$ cat src/rtl/sd_spi_byte_master_if.sv
// rtl/sd_spi_byte_master_if.sv - host-side byte and burst handshake bundle for sd_spi_byte_master
interface sd_spi_byte_master_if;
    logic [7:0] tx_data;
    logic       tx_valid;
    logic       tx_ready;
    logic [7:0] rx_data;
    logic       rx_valid;
    logic       cs_assert;
    logic       fast;
    logic       burst_start;
    logic [9:0] burst_len;
    logic       burst_busy;

    modport master (
        output tx_data, tx_valid, cs_assert, fast, burst_start, burst_len,
        input  tx_ready, rx_data, rx_valid, burst_busy
    );

    modport slave (
        input  tx_data, tx_valid, cs_assert, fast, burst_start, burst_len,
        output tx_ready, rx_data, rx_valid, burst_busy
    );
endinterface

$ cat src/rtl/sd_spi_byte_master.sv
// rtl/sd_spi_byte_master.sv - SPI mode-0 byte engine for the SD card pins; read burst enabled by SD_SPI_BURST_EN
module sd_spi_byte_master #(
    parameter int DIV_SLOW = 64,
    parameter int DIV_FAST = 2,
    parameter int DIV_W    = 8
) (
    input  logic                clk,
    input  logic                reset,
    sd_spi_byte_master_if.slave host,
    output logic                sd_cs,
    output logic                sd_clk,
    output logic                sd_mosi,
    input  logic                sd_miso
);
    typedef enum logic [1:0] {IDLE = 2'd0, LOW = 2'd1, HIGH = 2'd2} state_t;

    state_t           state, state_nxt;
    logic [DIV_W-1:0] div_cnt, div_cnt_nxt;
    logic [DIV_W-1:0] div_q, div_q_nxt;
    logic [2:0]       bit_cnt, bit_cnt_nxt;
    logic [7:0]       tx_shift, tx_shift_nxt;
    logic [7:0]       rx_shift, rx_shift_nxt;
    logic [7:0]       rx_hold, rx_hold_nxt;
    logic             cs_q, cs_nxt;
    logic             clk_q, mosi_q;
    logic             half_done, byte_done, tx_ready_i, burst_busy_i, load;
    logic [7:0]       load_data;

`ifdef SD_SPI_BURST_EN
    logic             burst_q, burst_nxt, burst_begin, burst_more;
    logic [9:0]       burst_left, burst_left_nxt;
`else
    logic             unused_burst;
    assign unused_burst = ^{host.burst_start, host.burst_len};
`endif

    always_comb begin
        half_done    = (div_cnt == div_q - DIV_W'(1));
        byte_done    = (state == HIGH) && half_done && (bit_cnt == 3'd7);
        state_nxt    = state;
        div_cnt_nxt  = div_cnt;
        div_q_nxt    = div_q;
        bit_cnt_nxt  = bit_cnt;
        tx_shift_nxt = tx_shift;
        rx_shift_nxt = rx_shift;
        rx_hold_nxt  = rx_hold;
        cs_nxt       = cs_q;
        load         = 1'b0;
        load_data    = host.tx_data;

`ifdef SD_SPI_BURST_EN
        burst_nxt      = burst_q;
        burst_left_nxt = burst_left;
        burst_begin    = (state == IDLE) && !burst_q && host.burst_start && (host.burst_len != 10'd0);
        burst_more     = burst_q && byte_done && (burst_left != 10'd1);
        // busy drops in the cycle of the final byte's rx_valid so a new byte can follow at once
        burst_busy_i   = burst_q && !(byte_done && (burst_left == 10'd1));
        tx_ready_i     = ((state == IDLE) || byte_done) && !burst_busy_i && !burst_begin;
`else
        burst_busy_i   = 1'b0;
        tx_ready_i     = (state == IDLE) || byte_done;
`endif

        if (host.tx_valid && tx_ready_i) begin
            load = 1'b1;
        end

`ifdef SD_SPI_BURST_EN
        if (burst_begin || burst_more) begin
            load      = 1'b1;
            load_data = 8'hFF;
        end
        if (burst_begin) begin
            burst_nxt      = 1'b1;
            burst_left_nxt = host.burst_len;
        end else if (burst_q && byte_done) begin
            burst_left_nxt = burst_left - 10'd1;
            if (burst_left == 10'd1) begin
                burst_nxt = 1'b0;
            end
        end
`endif

        unique case (state)
            IDLE: begin
                cs_nxt = ~host.cs_assert;
            end
            LOW: begin
                if (half_done) begin
                    // MISO is captured on the SCK rising edge, after a full low half-period of setup
                    state_nxt    = HIGH;
                    div_cnt_nxt  = '0;
                    rx_shift_nxt = {rx_shift[6:0], sd_miso};
                end else begin
                    div_cnt_nxt = div_cnt + DIV_W'(1);
                end
            end
            HIGH: begin
                if (half_done) begin
                    div_cnt_nxt = '0;
                    if (bit_cnt == 3'd7) begin
                        state_nxt   = IDLE;
                        rx_hold_nxt = rx_shift;
                    end else begin
                        state_nxt    = LOW;
                        bit_cnt_nxt  = bit_cnt + 3'd1;
                        tx_shift_nxt = {tx_shift[6:0], 1'b1};
                    end
                end else begin
                    div_cnt_nxt = div_cnt + DIV_W'(1);
                end
            end
            default: begin
                state_nxt = IDLE;
            end
        endcase

        // a load in the completing HIGH cycle chains straight into the next byte's low phase
        if (load) begin
            state_nxt    = LOW;
            div_cnt_nxt  = '0;
            bit_cnt_nxt  = '0;
            tx_shift_nxt = load_data;
            div_q_nxt    = host.fast ? DIV_W'(DIV_FAST) : DIV_W'(DIV_SLOW);
        end
    end

    always_ff @(posedge clk) begin
        if (reset) begin
            state    <= IDLE;
            div_cnt  <= '0;
            div_q    <= DIV_W'(DIV_SLOW);
            bit_cnt  <= '0;
            tx_shift <= 8'hFF;
            rx_shift <= 8'h00;
            rx_hold  <= 8'h00;
            cs_q     <= 1'b1;
            clk_q    <= 1'b0;
            mosi_q   <= 1'b1;
        end else begin
            state    <= state_nxt;
            div_cnt  <= div_cnt_nxt;
            div_q    <= div_q_nxt;
            bit_cnt  <= bit_cnt_nxt;
            tx_shift <= tx_shift_nxt;
            rx_shift <= rx_shift_nxt;
            rx_hold  <= rx_hold_nxt;
            cs_q     <= cs_nxt;
            clk_q    <= (state_nxt == HIGH);
            mosi_q   <= (state_nxt == IDLE) ? 1'b1 : tx_shift_nxt[7];
        end
    end

`ifdef SD_SPI_BURST_EN
    always_ff @(posedge clk) begin
        if (reset) begin
            burst_q    <= 1'b0;
            burst_left <= '0;
        end else begin
            burst_q    <= burst_nxt;
            burst_left <= burst_left_nxt;
        end
    end
`endif

    assign sd_cs           = cs_q;
    assign sd_clk          = clk_q;
    assign sd_mosi         = mosi_q;
    assign host.tx_ready   = tx_ready_i;
    assign host.rx_valid   = byte_done;
    assign host.rx_data    = byte_done ? rx_shift : rx_hold;
    assign host.burst_busy = burst_busy_i;
endmodule

$ cat src/flat_wrapper.sv
// flat-port wrapper written by rule: the top's interface ports become plain ports
module sd_spi_byte_master_flat 
#(
    parameter int DIV_SLOW = 64,
    parameter int DIV_FAST = 2,
    parameter int DIV_W    = 8
)
  (clk, reset, sd_cs, sd_clk, sd_mosi, sd_miso, host_tx_data, host_tx_valid, host_cs_assert, host_fast, host_burst_start, host_burst_len, host_tx_ready, host_rx_data, host_rx_valid, host_burst_busy);
  sd_spi_byte_master_if host_i ();
  input  logic clk;
  input  logic reset;
  output logic sd_cs;
  output logic sd_clk;
  output logic sd_mosi;
  input  logic sd_miso;
  input wire logic [$bits(host_i.tx_data)-1:0] host_tx_data;
  input wire logic [$bits(host_i.tx_valid)-1:0] host_tx_valid;
  input wire logic [$bits(host_i.cs_assert)-1:0] host_cs_assert;
  input wire logic [$bits(host_i.fast)-1:0] host_fast;
  input wire logic [$bits(host_i.burst_start)-1:0] host_burst_start;
  input wire logic [$bits(host_i.burst_len)-1:0] host_burst_len;
  output wire logic [$bits(host_i.tx_ready)-1:0] host_tx_ready;
  output wire logic [$bits(host_i.rx_data)-1:0] host_rx_data;
  output wire logic [$bits(host_i.rx_valid)-1:0] host_rx_valid;
  output wire logic [$bits(host_i.burst_busy)-1:0] host_burst_busy;
  assign host_i.tx_data = host_tx_data;
  assign host_i.tx_valid = host_tx_valid;
  assign host_i.cs_assert = host_cs_assert;
  assign host_i.fast = host_fast;
  assign host_i.burst_start = host_burst_start;
  assign host_i.burst_len = host_burst_len;
  assign host_tx_ready = host_i.tx_ready;
  assign host_rx_data = host_i.rx_data;
  assign host_rx_valid = host_i.rx_valid;
  assign host_burst_busy = host_i.burst_busy;
  sd_spi_byte_master #(.DIV_SLOW(DIV_SLOW), .DIV_FAST(DIV_FAST), .DIV_W(DIV_W)) u_core (.clk(clk), .reset(reset), .host(host_i), .sd_cs(sd_cs), .sd_clk(sd_clk), .sd_mosi(sd_mosi), .sd_miso(sd_miso));
endmodule
$ cat config.mk
export PLATFORM = sky130hd
export DESIGN_NAME = sd_spi_byte_master_flat
export DESIGN_NICKNAME = d
export VERILOG_FILES = /design/src/rtl/sd_spi_byte_master_if.sv /design/src/rtl/sd_spi_byte_master.sv /design/src/flat_wrapper.sv
export SDC_FILE = /design/constraint.sdc
export NUM_CORES = 1
export LEC_CHECK = 0
export CAP_MARGIN = 10
export CORE_UTILIZATION = 44
export CTS_BUF_LIST = sky130_fd_sc_hd__clkbuf_16
export DETAILED_ROUTE_END_ITERATION = 7
export HOLD_SLACK_MARGIN = 0.12
export MAX_ROUTING_LAYER = met4
export PLACE_DENSITY = 0.7
export SLEW_MARGIN = 25
export SYNTH_ARGS = -nofsm -noshare
export SYNTH_HDL_FRONTEND = slang
export SYNTH_SLANG_ARGS = --single-unit
export TNS_END_PERCENT = 1
$ cat constraint.sdc
create_clock -name clk -period 3.13 [get_ports clk]
set_input_delay 0.7825 -clock clk [delete_from_list [all_inputs] [get_ports clk]]
set_output_delay 0.7825 -clock clk [all_outputs]
set_load 0.01 [all_outputs]
==> run metrics <==
Post-Route WL=3950 um; multi-input logic area=1030 um^2; CTS buffer count=5; Reg power frac=45.0%; CP cell instances=inv_1, ha_1, xor2_1, nand4b_1, nor3_4, buf_12, mux2_2, clkbuf_2; die height=68.5 um; routed length on met1=1920 um; unrepaired setup endpoints after global routing=no; combinational share of power=8.8%; setup ws final=0.135 ns; Pwr Density=503 nW/um^2; most used flip-flop cell after synthesis=dfxtp_1; Critical Path Start=u_core.div_q[1]; Fillers=374; TNS Setup=0 ns; metal2 WL=1800 um; Post-synth EDFFs=0; switch share=21.4%; clock root buffer=clkbuf_16; CTS HTree Levels=2; Final Wtd Congestion=0.793; area grow syn2layout=26.7%; synthesized area per cell=9.43 um^2; clock power share=46.3%; first-pass GRT wire length=6800 um; register area share after synthesis=43.3%; status=finished clean; worst setup path class=flip-flop to output pin; Final nets=275; CTS clk-pin slew, worst paths=0.06 ns; VDD IR max=0.375 mV; clock skew=0.00522 ns; vias in the first global route=1533; Yosys top cell by area=dfxtp_1; worst skew pair latency=0.28 ns; MaxCap Viol Count=0; share of layout cells above drive strength 1=17.7%; starting density of the core=47.2%; DP Worst Slack=0.0147 ns; Reg2Reg Launch Point=u_core.div_q[1]; cells after synthesis=206; CP max stage delay=0.34 ns; sw power=264 uW; Num Clock Sinks=42; Synthesis Warnings=0; register area=842 um^2; commonest non-fill, non-tap cell in the layout=dfxtp_1; Die W=68.5 um; Slew Limit Fails=0; grt ovf=0; wire length on met3=163 um; Crit. End Element=output pin; top cell type's share of synthesized area=43.3%; fmax=334 MHz; Residual DRC=0; Finish-stage setup viols=0; P_leak=1.06 nW; # hold bufs at CTS=0; top routing layer in use=met4; DR vias=1564; hold_sp=u_core.sd_cs; internal power=973 uW; post-synthesis instance area=1940 um^2; Hold Crit Class=flip-flop to flip-flop; largest net degree at the start of global routing=14; period utilisation layout=95.7%; most frequent cells in the layout=dfxtp_1 (41), nor2_1 (30), clkdlybuf4s50_1 (16); Diodes inserted=0; initial antenna violation count=0; critical path arrival=2.21 ns; CTS max path bufs=2; slowest CP cell=mux2_2; I/O Buffers=26; Async S/R FF share, synth=0%; syn_nets=239; critical path startpoint category=flip-flop; CORE AREA=4120 um^2; drt pass-1 iters=4; synth top area cells=dfxtp_1 (43%), nor2_1 (5.8%), ha_1 (5.2%); post-layout minimum cycle time=2.99 ns; IO Pins=39; Seq cells post-synth=42; post-route ant nets=0; die area=4690 um^2; WP data required=2.35 ns; drt via density=5.34; gr usage total=20.6%; FP Rows=23; DR WL/cell=13.5 um; CTS tree=done; Final Hold Viols=0; worst-path fanout max=10; Unique masters post-synth=42; Detail Placement HPWL=2750 um; DRT iter0 DRCs=78
[cells by family after synthesis]
logic type | synth area share, %
AO/OA/AOI/OAI | 13.8
XOR/XNOR | 4.51
adder cells (fa/ha/maj) | 5.15
buffers and inverters | 3.61
flip-flops | 43.3
multiplexers | 9.79
other | 0.193
AND/OR/NAND/NOR | 19.7
[layer usage]
layer  track usage [%]  up-vias
met5                 -        -
met4              10.7        0
met3              4.67        6
met2              31.6       40
met1              24.9      725
li1                  -      793
[sequential cells by signal, indices dropped and copies added, names as in the netlist]
signal,flops
u_core.sd_clk,1
u_core.sd_mosi,1
u_core.div_q,2
u_core.rx_hold,8
u_core.div_cnt,8
u_core.state,2
u_core.rx_shift,8
u_core.tx_shift,8
u_core.bit_cnt,3
u_core.sd_cs,1
[repair_timing]
| item | 4_1_cts | 5_1_grt |
|---|---|---|
| pin swaps | 1 | 0 |
| gates resized for setup | 18 | 9 |
| buffers inserted | 1 | 1 |
| setup endpoints to repair | 10 | 9 |
[synthesized netlist by cell type (all sizes together), types with 3 or more instances]
cell type	n
inv	5
mux2	8
o21ai	13
mux2i	10
dfxtp	42
nor2	30
nand3	5
xnor2	4
buf	5
a211oi	6
xor2	6
o31a	8
nand4	3
nor3	4
and2	10
nand2	10
ha	8
clkbuf	6
[power by group through the flow]
stage / registers, mW / logic, mW / clock network [mW]
2_1_floorplan: 0.567 / 0.0646 / 0
6_report: 0.556 / 0.108 / 0.572
4_1_cts: 0.556 / 0.109 / 0.580
3_3_place_gp: 0.567 / 0.107 / 0
3_5_place_dp: 0.567 / 0.108 / 0
5_1_grt: 0.558 / 0.122 / 0.611
[worst max-delay path, delay by kind of cell, from the launching register on]
family | cells | cell delay (ns)
XOR/XNOR | 1 | 0.18
adder cells (fa/ha/maj) | 1 | 0.30
buffers and inverters | 3 | 0.36
flip-flops | 1 | 0.33
multiplexers | 1 | 0.34
AND/OR/NAND/NOR | 2 | 0.41
[area by class of cell]
| class | instances | area share [%] |
|---|---|---|
| inverter | 5 | 0.763 |
| clock inverter | 3 | 1.68 |
| clock buffer | 5 | 5.08 |
| timing repair buffer | 40 | 13.8 |
| multi-input combinational | 148 | 41.9 |
| tap | 50 | 2.54 |
| sequential | 42 | 34.2 |
[path summary, 6_finish.rpt]
kind / to / slack (ns) / depth (start not counted)
min: u_core.sd_cs / 0.49 / 2
min reg2reg: u_core.sd_cs / 0.49 / 2
max reg2reg: u_core.div_q[6] / 0.55 / 11
max: host_rx_data[1] / 0.14 / 8
[through the flow]
step | hold WS (ns) | util [%] | total power, mW | area (um^2) | instances
6_report | 0.494 | 59.8 | 1.24 | 2460 | 293
5_1_grt | 0.531 | 59.8 | 1.29 | 2460 | 293
4_1_cts | 0.499 | 60.5 | 1.25 | 2490 | 292
3_5_place_dp | 0.480 | 56.3 | 0.676 | 2320 | 283
3_3_place_gp | 0.479 | 56.3 | 0.674 | 2320 | 283
2_1_floorplan | 0.458 | - | 0.632 | 1940 | 206
Power figures use the tool's default switching activity.
